`src/rtl/chirp_pkg.sv`:
```
// Shared constants, state encoding and chirp phase-increment arithmetic
// for the chirp symbol sequencer.
package chirp_pkg;

  localparam int SF_W    = 4;
  localparam int IDX_W   = 12;
  localparam int PHASE_W = 16;
  localparam int NSYM_W  = 8;

  localparam logic [SF_W-1:0] SF_MIN = 4'd7;
  localparam logic [SF_W-1:0] SF_MAX = 4'd12;

  localparam logic [1:0] ST_IDLE = 2'b00;
  localparam logic [1:0] ST_RUN  = 2'b01;
  localparam logic [1:0] ST_DONE = 2'b10;

  // incr(k) = k*2^(P-sf) - 2^(P-1), wrapping in P bits
  function automatic logic [PHASE_W-1:0] phase_incr(
    input logic [IDX_W-1:0] k,
    input logic [SF_W-1:0]  sf
  );
    logic [PHASE_W-1:0] k_ext;
    logic [PHASE_W-1:0] half;
    logic [7:0]         shamt;
    k_ext = PHASE_W'(k);
    half  = {1'b1, {(PHASE_W-1){1'b0}}};
    shamt = 8'(PHASE_W) - 8'(sf);
    return (k_ext << shamt) - half;
  endfunction

endpackage

```
`src/rtl/chirp_phase_accumulator.sv`:
```
// Phase-continuous chirp accumulator: cleared at frame start, advanced by
// incr(idx) on every accepted sample tick.
module chirp_phase_accumulator
  import chirp_pkg::*;
#(
  parameter int SF_BITWIDTH    = SF_W,
  parameter int IDX_BITWIDTH   = IDX_W,
  parameter int PHASE_BITWIDTH = PHASE_W
) (
  input  logic                      i_clk,
  input  logic                      i_rst,
  input  logic                      i_clr,
  input  logic                      i_en,
  input  logic [IDX_BITWIDTH-1:0]   i_idx,
  input  logic [SF_BITWIDTH-1:0]    i_sf,
  output logic [PHASE_BITWIDTH-1:0] o_acc
);

  logic [PHASE_BITWIDTH-1:0] acc_r;
  logic [PHASE_BITWIDTH-1:0] incr_s;

  assign incr_s = PHASE_BITWIDTH'(phase_incr(IDX_W'(i_idx), SF_W'(i_sf)));
  assign o_acc  = acc_r;

  // Accumulator register; clear wins over enable
  always_ff @(posedge i_clk or posedge i_rst) begin
    if (i_rst) begin
      acc_r <= {PHASE_BITWIDTH{1'b0}};
    end else if (i_clr) begin
      acc_r <= {PHASE_BITWIDTH{1'b0}};
    end else if (i_en) begin
      acc_r <= acc_r + incr_s;
    end else begin
      acc_r <= acc_r;
    end
  end

endmodule

```
`src/rtl/chirp_symbol_sequencer.sv`:
```
// Chirp symbol sequencer: requests sample ticks, walks the up-chirp chip
// index per symbol, repeats the symbol per frame and flags completion.
module chirp_symbol_sequencer
  import chirp_pkg::*;
#(
  parameter int SF_BITWIDTH    = SF_W,
  parameter int IDX_BITWIDTH   = IDX_W,
  parameter int PHASE_BITWIDTH = PHASE_W,
  parameter int NSYM_BITWIDTH  = NSYM_W
) (
  input  logic                      i_clk,
  input  logic                      i_rst,
  input  logic                      i_start_n,
  input  logic [SF_BITWIDTH-1:0]    i_sf,
  input  logic [IDX_BITWIDTH-1:0]   i_symbol,
  input  logic [NSYM_BITWIDTH-1:0]  i_num_symbols,
  input  logic                      i_sample_tick_n,
  output logic                      o_tick_run,
  output logic [IDX_BITWIDTH-1:0]   o_chip_idx,
  output logic [PHASE_BITWIDTH-1:0] o_phase,
  output logic                      o_sample_valid,
  output logic                      o_symbol_done_n,
  output logic                      o_frame_done,
  output logic                      o_cfg_err,
  output logic                      o_busy
);

  logic [1:0]                state_r, state_nxt_s;
  logic [SF_BITWIDTH-1:0]    sf_r;
  logic [IDX_BITWIDTH-1:0]   sym_r, idx_r, chip_cnt_r;
  logic [NSYM_BITWIDTH-1:0]  nsym_r, sym_cnt_r;
  logic [IDX_BITWIDTH-1:0]   mask_s, start_mask_s;
  logic [PHASE_BITWIDTH-1:0] acc_s;
  logic                      tick_s, start_s, cfg_ok_s, accept_s;
  logic                      last_chip_s, last_sym_s;

  logic                      tick_run_r, valid_r, sym_done_n_r;
  logic                      frame_done_r, cfg_err_r, busy_r;
  logic [IDX_BITWIDTH-1:0]   chip_idx_r;
  logic [PHASE_BITWIDTH-1:0] phase_r;

  assign tick_s       = (state_r == ST_RUN) && !i_sample_tick_n;
  assign start_s      = (state_r == ST_IDLE) && !i_start_n;
  assign cfg_ok_s     = (i_sf >= SF_MIN) && (i_sf <= SF_MAX)
                        && (i_num_symbols != {NSYM_BITWIDTH{1'b0}});
  assign accept_s     = start_s && cfg_ok_s;
  assign mask_s       = (IDX_BITWIDTH'(1'b1) << sf_r) - IDX_BITWIDTH'(1'b1);
  assign start_mask_s = (IDX_BITWIDTH'(1'b1) << i_sf) - IDX_BITWIDTH'(1'b1);
  assign last_chip_s  = (chip_cnt_r == mask_s);
  assign last_sym_s   = (sym_cnt_r == (nsym_r - NSYM_BITWIDTH'(1'b1)));

  chirp_phase_accumulator #(
    .SF_BITWIDTH    (SF_BITWIDTH),
    .IDX_BITWIDTH   (IDX_BITWIDTH),
    .PHASE_BITWIDTH (PHASE_BITWIDTH)
  ) u_acc (
    .i_clk (i_clk),
    .i_rst (i_rst),
    .i_clr (accept_s),
    .i_en  (tick_s),
    .i_idx (idx_r),
    .i_sf  (sf_r),
    .o_acc (acc_s)
  );

  // Next-state logic
  always_comb begin
    state_nxt_s = state_r;
    case (state_r)
      ST_IDLE: begin
        if (accept_s) state_nxt_s = ST_RUN;
        else          state_nxt_s = ST_IDLE;
      end
      ST_RUN: begin
        if (tick_s && last_chip_s && last_sym_s) state_nxt_s = ST_DONE;
        else                                     state_nxt_s = ST_RUN;
      end
      ST_DONE: state_nxt_s = ST_IDLE;
      default: state_nxt_s = ST_IDLE;
    endcase
  end

  // State and registered status/handshake outputs
  always_ff @(posedge i_clk or posedge i_rst) begin
    if (i_rst) begin
      state_r      <= ST_IDLE;
      tick_run_r   <= 1'b0;
      busy_r       <= 1'b0;
      frame_done_r <= 1'b0;
      cfg_err_r    <= 1'b0;
      valid_r      <= 1'b0;
      sym_done_n_r <= 1'b1;
    end else begin
      state_r      <= state_nxt_s;
      tick_run_r   <= (state_nxt_s == ST_RUN);
      busy_r       <= (state_nxt_s != ST_IDLE);
      frame_done_r <= (state_r == ST_DONE);
      cfg_err_r    <= start_s && !cfg_ok_s;
      valid_r      <= tick_s;
      sym_done_n_r <= !(tick_s && last_chip_s);
    end
  end

  // Frame configuration, chip/symbol counters and sample outputs
  always_ff @(posedge i_clk or posedge i_rst) begin
    if (i_rst) begin
      sf_r       <= {SF_BITWIDTH{1'b0}};
      sym_r      <= {IDX_BITWIDTH{1'b0}};
      nsym_r     <= {NSYM_BITWIDTH{1'b0}};
      idx_r      <= {IDX_BITWIDTH{1'b0}};
      chip_cnt_r <= {IDX_BITWIDTH{1'b0}};
      sym_cnt_r  <= {NSYM_BITWIDTH{1'b0}};
      chip_idx_r <= {IDX_BITWIDTH{1'b0}};
      phase_r    <= {PHASE_BITWIDTH{1'b0}};
    end else if (accept_s) begin
      sf_r       <= i_sf;
      sym_r      <= i_symbol & start_mask_s;
      nsym_r     <= i_num_symbols;
      idx_r      <= i_symbol & start_mask_s;
      chip_cnt_r <= {IDX_BITWIDTH{1'b0}};
      sym_cnt_r  <= {NSYM_BITWIDTH{1'b0}};
    end else if (tick_s) begin
      chip_idx_r <= idx_r;
      phase_r    <= acc_s;
      if (last_chip_s) begin
        // Next symbol restarts at the symbol value; the phase keeps running
        chip_cnt_r <= {IDX_BITWIDTH{1'b0}};
        idx_r      <= sym_r;
        sym_cnt_r  <= last_sym_s ? sym_cnt_r : (sym_cnt_r + NSYM_BITWIDTH'(1'b1));
      end else begin
        chip_cnt_r <= chip_cnt_r + IDX_BITWIDTH'(1'b1);
        idx_r      <= (idx_r + IDX_BITWIDTH'(1'b1)) & mask_s;
      end
    end
  end

  assign o_tick_run      = tick_run_r;
  assign o_chip_idx      = chip_idx_r;
  assign o_phase         = phase_r;
  assign o_sample_valid  = valid_r;
  assign o_symbol_done_n = sym_done_n_r;
  assign o_frame_done    = frame_done_r;
  assign o_cfg_err       = cfg_err_r;
  assign o_busy          = busy_r;

endmodule

```
`config.mk`:
```
export PLATFORM = sky130hd
export DESIGN_NAME = chirp_symbol_sequencer
export DESIGN_NICKNAME = d
export VERILOG_FILES = /design/src/rtl/chirp_pkg.sv /design/src/rtl/chirp_phase_accumulator.sv /design/src/rtl/chirp_symbol_sequencer.sv
export SDC_FILE = /design/constraint.sdc
export NUM_CORES = 1
export LEC_CHECK = 0
export BUFFER_PORTS_ARGS = -buffer_cell sky130_fd_sc_hd__buf_4
export CAP_MARGIN = 25
export CORE_MARGIN = 5
export CORE_UTILIZATION = 30
export CTS_CLUSTER_DIAMETER = 50
export CTS_CLUSTER_SIZE = 16
export DETAILED_ROUTE_END_ITERATION = 8
export PLACE_DENSITY = 0.53
export SLEW_MARGIN = 30
export SYNTH_ARGS = -nofsm -noshare
export SYNTH_HDL_FRONTEND = slang
export SYNTH_SLANG_ARGS = --single-unit
```
`constraint.sdc`:
```
create_clock -name i_clk -period 7.05 [get_ports i_clk]
set_input_delay 0.3525 -clock i_clk [delete_from_list [all_inputs] [get_ports i_clk]]
set_output_delay 0.3525 -clock i_clk [all_outputs]
set_load 0.005 [all_outputs]
```
---- Word level (Yosys, flattened, before mapping) ----
Cells that the tools add are included.
cells by class
  equality and inequality tests ........... 6
  multiplexer cells ....................... 15
  bitwise logic cells ..................... 3
  $add $sub $neg .......................... 9
  $lt $le $gt $ge ......................... 2
  reduce and logical (&&, ||, !) cells .... 19
  shift-type cells ........................ 3
operators with widths
  kind                      count
  $mux W12                  6
  $mux W16                  2
  $mux W8                   4
  $add A12 B1 Y12 const B   2
  $and A12 B12 Y12          2
  $shl A1 B4 Y12 const A    2
  $sub A12 B1 Y12 const B   2
  $add A16 B16 Y16          1
  $shl A12 B8 Y16           1
  $sub A16 B16 Y16 const B  1
  $eq A12 B12 Y1            1
  $add A8 B1 Y8 const B     1
  $eq A8 B8 Y1              1
  $logic_and A1 B1 Y1       8
  $reduce_bool A8 Y1        1
  $sub A8 B1 Y8 const B     1
  $reduce_bool A2 Y1        3
  $sub A5 B4 Y6 const A     1
  $eq A2 B1 Y1 const B      2
  $ge A4 B3 Y1 const B      1
  $le A4 B4 Y1 const B      1
  $logic_not A1 Y1          4
  $pmux W2 S2               1
  $reduce_and A3 Y1         1
  7 further kinds           7
storage, ports and cells
  logic and storage cells ................. 73
  output and inout bits ................... 34
  input bits .............................. 28
  flip-flop bits (word level) ............. 108

---- Depth between registers and ports, before layout ----
  depth after elaboration ................. 8
  gate-level depth with buffers ........... 19
  mapped depth without buffers ............ 17

---- Modules after synthesis ----
A second synthesis with hierarchy kept.
second synthesis, totals
  cell total of the unflattened synthesis .. 853
  area total of the unflattened synthesis .. 7185.6 µm²
modules (own cells, without submodules)
  module                   area each (µm²)  times used  seq. area each (µm²)  cells an instance
  chirp_symbol_sequencer   5063.6           1           2303.5                600
  chirp_phase_accumulator  2122.0           1           400.4                 253

---- Worst setup path after synthesis ----
Ideal clock, no wire load.
  kind .................................... reg2reg
  start point ............................. reg sf_r[0]
  end point ............................... reg u_acc.acc_r[15] (netlist: u_acc.o_acc[15])
  required time ........................... 6929 ps
  path buffers ............................ 3
  clock period less this slack ............ 4497 ps
  path slack .............................. 2553 ps
  setup time .............................. 121 ps
  arrival ................................. 4375 ps
  stages on the path, launching flop included .. 18
  cell sequence ........................... dfrtp_1 -> buf_2 -> inv_1 -> ha_1 -> ha_1 -> clkbuf_1 -> clkbuf_1 -> nor4_1 -> ha_1 -> ha_1 -> fa_1 -> a211oi_1 -> o21ai_0 -> nand4_1 -> a21oi_1 -> or3_1 -> and3_1 -> o22a_1
on the way
  longest elaborated chain between the ends .. 6
ends and longest elaborated chain
  item                    line                           RTL
  from (decl)             chirp_symbol_sequencer.sv:29   logic [SF_BITWIDTH-1:0] sf_r;
  from (signal assigned)  chirp_symbol_sequencer.sv:107  sf_r <= {SF_BITWIDTH{1'b0}};
  from (signal assigned)  chirp_symbol_sequencer.sv:116  sf_r <= i_sf;
  $sub A5 B4 Y6           chirp_pkg.sv:27                shamt = 8'(PHASE_W) - 8'(sf);
  $shl A12 B8 Y16         chirp_pkg.sv:28                return (k_ext << shamt) - half;
  $sub A16 B16 Y16        chirp_pkg.sv:28
  $add A16 B16 Y16        chirp_phase_accumulator.sv:32  acc_r <= acc_r + incr_s;
  $mux W16                chirp_phase_accumulator.sv:31  end else if (i_en) begin
  $mux W16                chirp_phase_accumulator.sv:29  end else if (i_clr) begin
  to (signal assigned)    chirp_phase_accumulator.sv:30  acc_r <= {PHASE_BITWIDTH{1'b0}};
  to (signal assigned)    chirp_phase_accumulator.sv:32
  to (signal assigned)    chirp_phase_accumulator.sv:34  acc_r <= acc_r;
  to (decl)               chirp_phase_accumulator.sv:19  logic [PHASE_BITWIDTH-1:0] acc_r;
No other way between the ends. The select of a mux whose other input is x is not followed.
A chain may end at the register's enable or synchronous reset.

---- Worst setup path in the final report ----
Ends and elaborated chain as after synthesis.

==> results by group <==
Die
  • Starting Density: 0.304
  • Die W: 166 um
  • Core area: 0.0242 mm^2
  • Num ports: between 60 and 70
  • Std cell rows: 57
  • Height of the chip: 166 um
  • DIE AREA: 0.0277 mm^2

Setup path
  • Setup crit end kind: flip-flop
  • Kind of critical path: reg -> reg
  • Startpoint types: flip-flop
  • Max FO, Critical Path: 22
  • Critical path's slowest cell: dfrtp_1
  • Crit path buffers/inverters: 1
  • CP dominant cell by count: ha_1
  • Crit path largest cell delay: just over 0.9 ns
  • Worst path arrival time: 5.60 ns
  • CP cell instances: inv_1, ha_1, mux2i_1, o22ai_1, nor3b_1, ha_1, fa_1, a211oi_1, o21ai_0, nand4_1, a21oi_1, or3_1, and3_1, o22a_1
  • Worst Path Required: 7.31 ns
  • R2r setup slk: 1.71 ns
  • CP delay by family, top: adder cells

Run status
  • Status: completed

Synthesis
  • Number of flops mapped to enable cells by yosys: 0
  • Post-synth ARST share: 1.00
  • Yosys Warn Count: 0
  • Post-synth net total: between 900 and 1k
  • Cell taking the most area after synthesis: dfrtp_1
  • Mapped Area: 0.00734 mm^2
  • Gate Count Post-Synth: 842
  • Sequential area share after synthesis: 0.368
  • Post-synth cell types: 72
  • Synth Register Bits: roughly 110
  • Synthesized area per cell: 8.72 um^2
  • Top cells by area, synth: dfrtp_1, nand2_1, ha_1, o21ai_0, mux2i_1
  • Yosys top cell area share: 0.365
  • Main synth FF type: dfrtp_1

Drt
  • Post-DR vias/cell: roughly 5.1
  • Post-DRT Antenna Nets: 0
  • Remaining routing DRC violations: 0
  • Met3 wire len: 719 um
  • Post-Route WL: 19700 um
  • Met2 WL: 8790 um
  • M1 wire length: 9940 um
  • DRT iter0 DRCs: 352
  • Routed vias: 6126
  • Drt pass-1 iters: 5
  • Uppermost layer routed: met4
  • Wire length per cell: ~17 um

Final layout
  • N_diodes: 0
  • Area growth syn-to-layout: 13.4%
  • Commonest non-fill, non-tap cell in the layout: nand2_1
  • Fin nets: 931
  • Most frequent cells in the layout: nand2_1, dfrtp_1, buf_4
  • Share of layout cells above drive strength 1: 0.133

Clocking
  • Setup Fix Bufs, Post-CTS: 0
  • Resized cells post-CTS: 0
  • Clk sinks: 108
  • Cts bufs inserted: 9
  • Hold Buf Count CTS: 0
  • Longest Clk Path Bufs: 2
  • Worst-path clk slew: 0.09 ns
  • Clock root buffer: clkbuf_16
  • Htree depth: 3
  • Clk Latency, worst-skew pair: approximately 0.36 ns
  • CTS tree: done

Power and ir drop
  • P per Cell Area: between 400 and 500 mW/mm^2
  • Max VDD drop: 0.000181 V
  • PnR Total Power: 3610 uW
  • Leak: between 0.003 and 0.004 uW

Global routing
  • Overflow after GRT: 0
  • Pin count of the biggest net entering global routing: 71
  • Global-route wire length before repair: around 33000 um
  • Vias in the first global route: just over 6k
  • GRT Overall Usage: 0.144
  • Initial antenna violation count: 0

Min path
  • Min-delay worst type: in -> async

STA
  • Final setup fails: 0
  • Min Tclk post-route: 5.34 ns
  • Tcrit/Tclk final: 0.758
  • Slew HR: 0.383
  • Least-Margin Pin Slew: 0.924 ns
  • Setup TNS: 0 ns
  • Final clock skew: 0.0169 ns
  • Max Slew Vio Count: 0
  • Final hold violation count: 0
  • RSZ-0062 raised after global routing: false
  • Highest Clock Rate: 187 MHz

Placement
  • Hpwl dp: 13900 um
  • GP Congestion: 0.838
  • # port buffers: 61

Run
  • Max_cap viols: 0
layout make-up:
type / count / area [um^2]
multi-input combinational: 654 / 4310
inverter: 18 / 70.1
sequential: 108 / 2700
fill: 2501 / 15900
timing repair buffer: 70 / 529
tap: 324 / 405
clock inverter: 6 / 70.1
clock buffer: 10 / 239
kinds of logic after synthesis:
family	count (synthesis)	synth area share
adder cells (fa/ha/maj)	42	0.0726
buffers and inverters	80	0.0452
XOR/XNOR	37	0.0460
multiplexers	41	0.0743
flip-flops	108	0.368
AO/OA/AOI/OAI	182	0.161
AND/OR/NAND/NOR	352	0.233
synth_stat cells, types with 5 or more instances:
master / count
dfrtp_1: 107
nor4_1: 10
o21ai_0: 55
nand2b_1: 12
or4_1: 7
xnor2_1: 22
or3_1: 10
o31ai_1: 6
nand4_1: 7
and3_1: 14
buf_2: 6
nor4b_1: 5
xor2_1: 14
clkbuf_1: 44
mux2i_1: 26
a21o_1: 13
buf_1: 8
a21oi_1: 35
a31oi_1: 26
nor2b_1: 9
nor3_1: 15
nor3b_1: 10
mux4_2: 10
ha_1: 41
nand3_1: 29
nor2_1: 39
nand2_1: 164
inv_1: 18
final timing paths:
path | to | cells past startpoint | from
min in group i_clk | nsym_r[2]$_DFFE_PP0P_ | 3 | i_num_symbols[2]
worst min-delay path | o_sample_valid$_DFF_PP0_ | 2 | i_rst
worst max register to register | u_acc.o_acc[15]$_DFFE_PP0P_ | 14 | sf_r[0]$_DFFE_PP0P_
worst max-delay path | u_acc.o_acc[15]$_DFFE_PP0P_ | 14 | sf_r[0]$_DFFE_PP0P_
worst min register to register | o_frame_done$_DFF_PP0_ | 1 | state_r[0]$_DFF_PP0_
max in group asynchronous | sf_r[0]$_DFFE_PP0P_ | 3 | i_rst
metrics by stage:
step	area [um^2]	hold slack [ns]	setup slack, ns	util	instances
final	8320	0.0226	1.71	0.344	1190
after global routing	8320	0.0672	1.20	0.344	1190
after CTS	8320	0.0363	1.69	0.344	1190
after detailed placement	8010	0.432	1.73	0.331	1174
after global placement	8010	0.431	1.87	0.331	1174
after floorplan	7340	0.427	2.55	-	842
flip-flops by register name, indices dropped and copies added (netlist names), 4 cells and up:
register and flops:
nsym_r 8, chip_cnt_r 12, idx_r 12, o_chip_idx 12
sf_r 4, u_acc.o_acc 16, o_phase 16, sym_r 12
sym_cnt_r 8
per-layer routing:
layer	vias to the layer above	global-route usage
met1	2969	0.213
met4	0	0.0391
met3	13	0.0176
met5	-	0
li1	3043	-
met2	101	0.222
power breakdown:
part / internal, uW / switching, uW
sequential: 824 / 281
combinational: 901 / 1060
clock: 289 / 249
(Power assumes the default switching activity.)
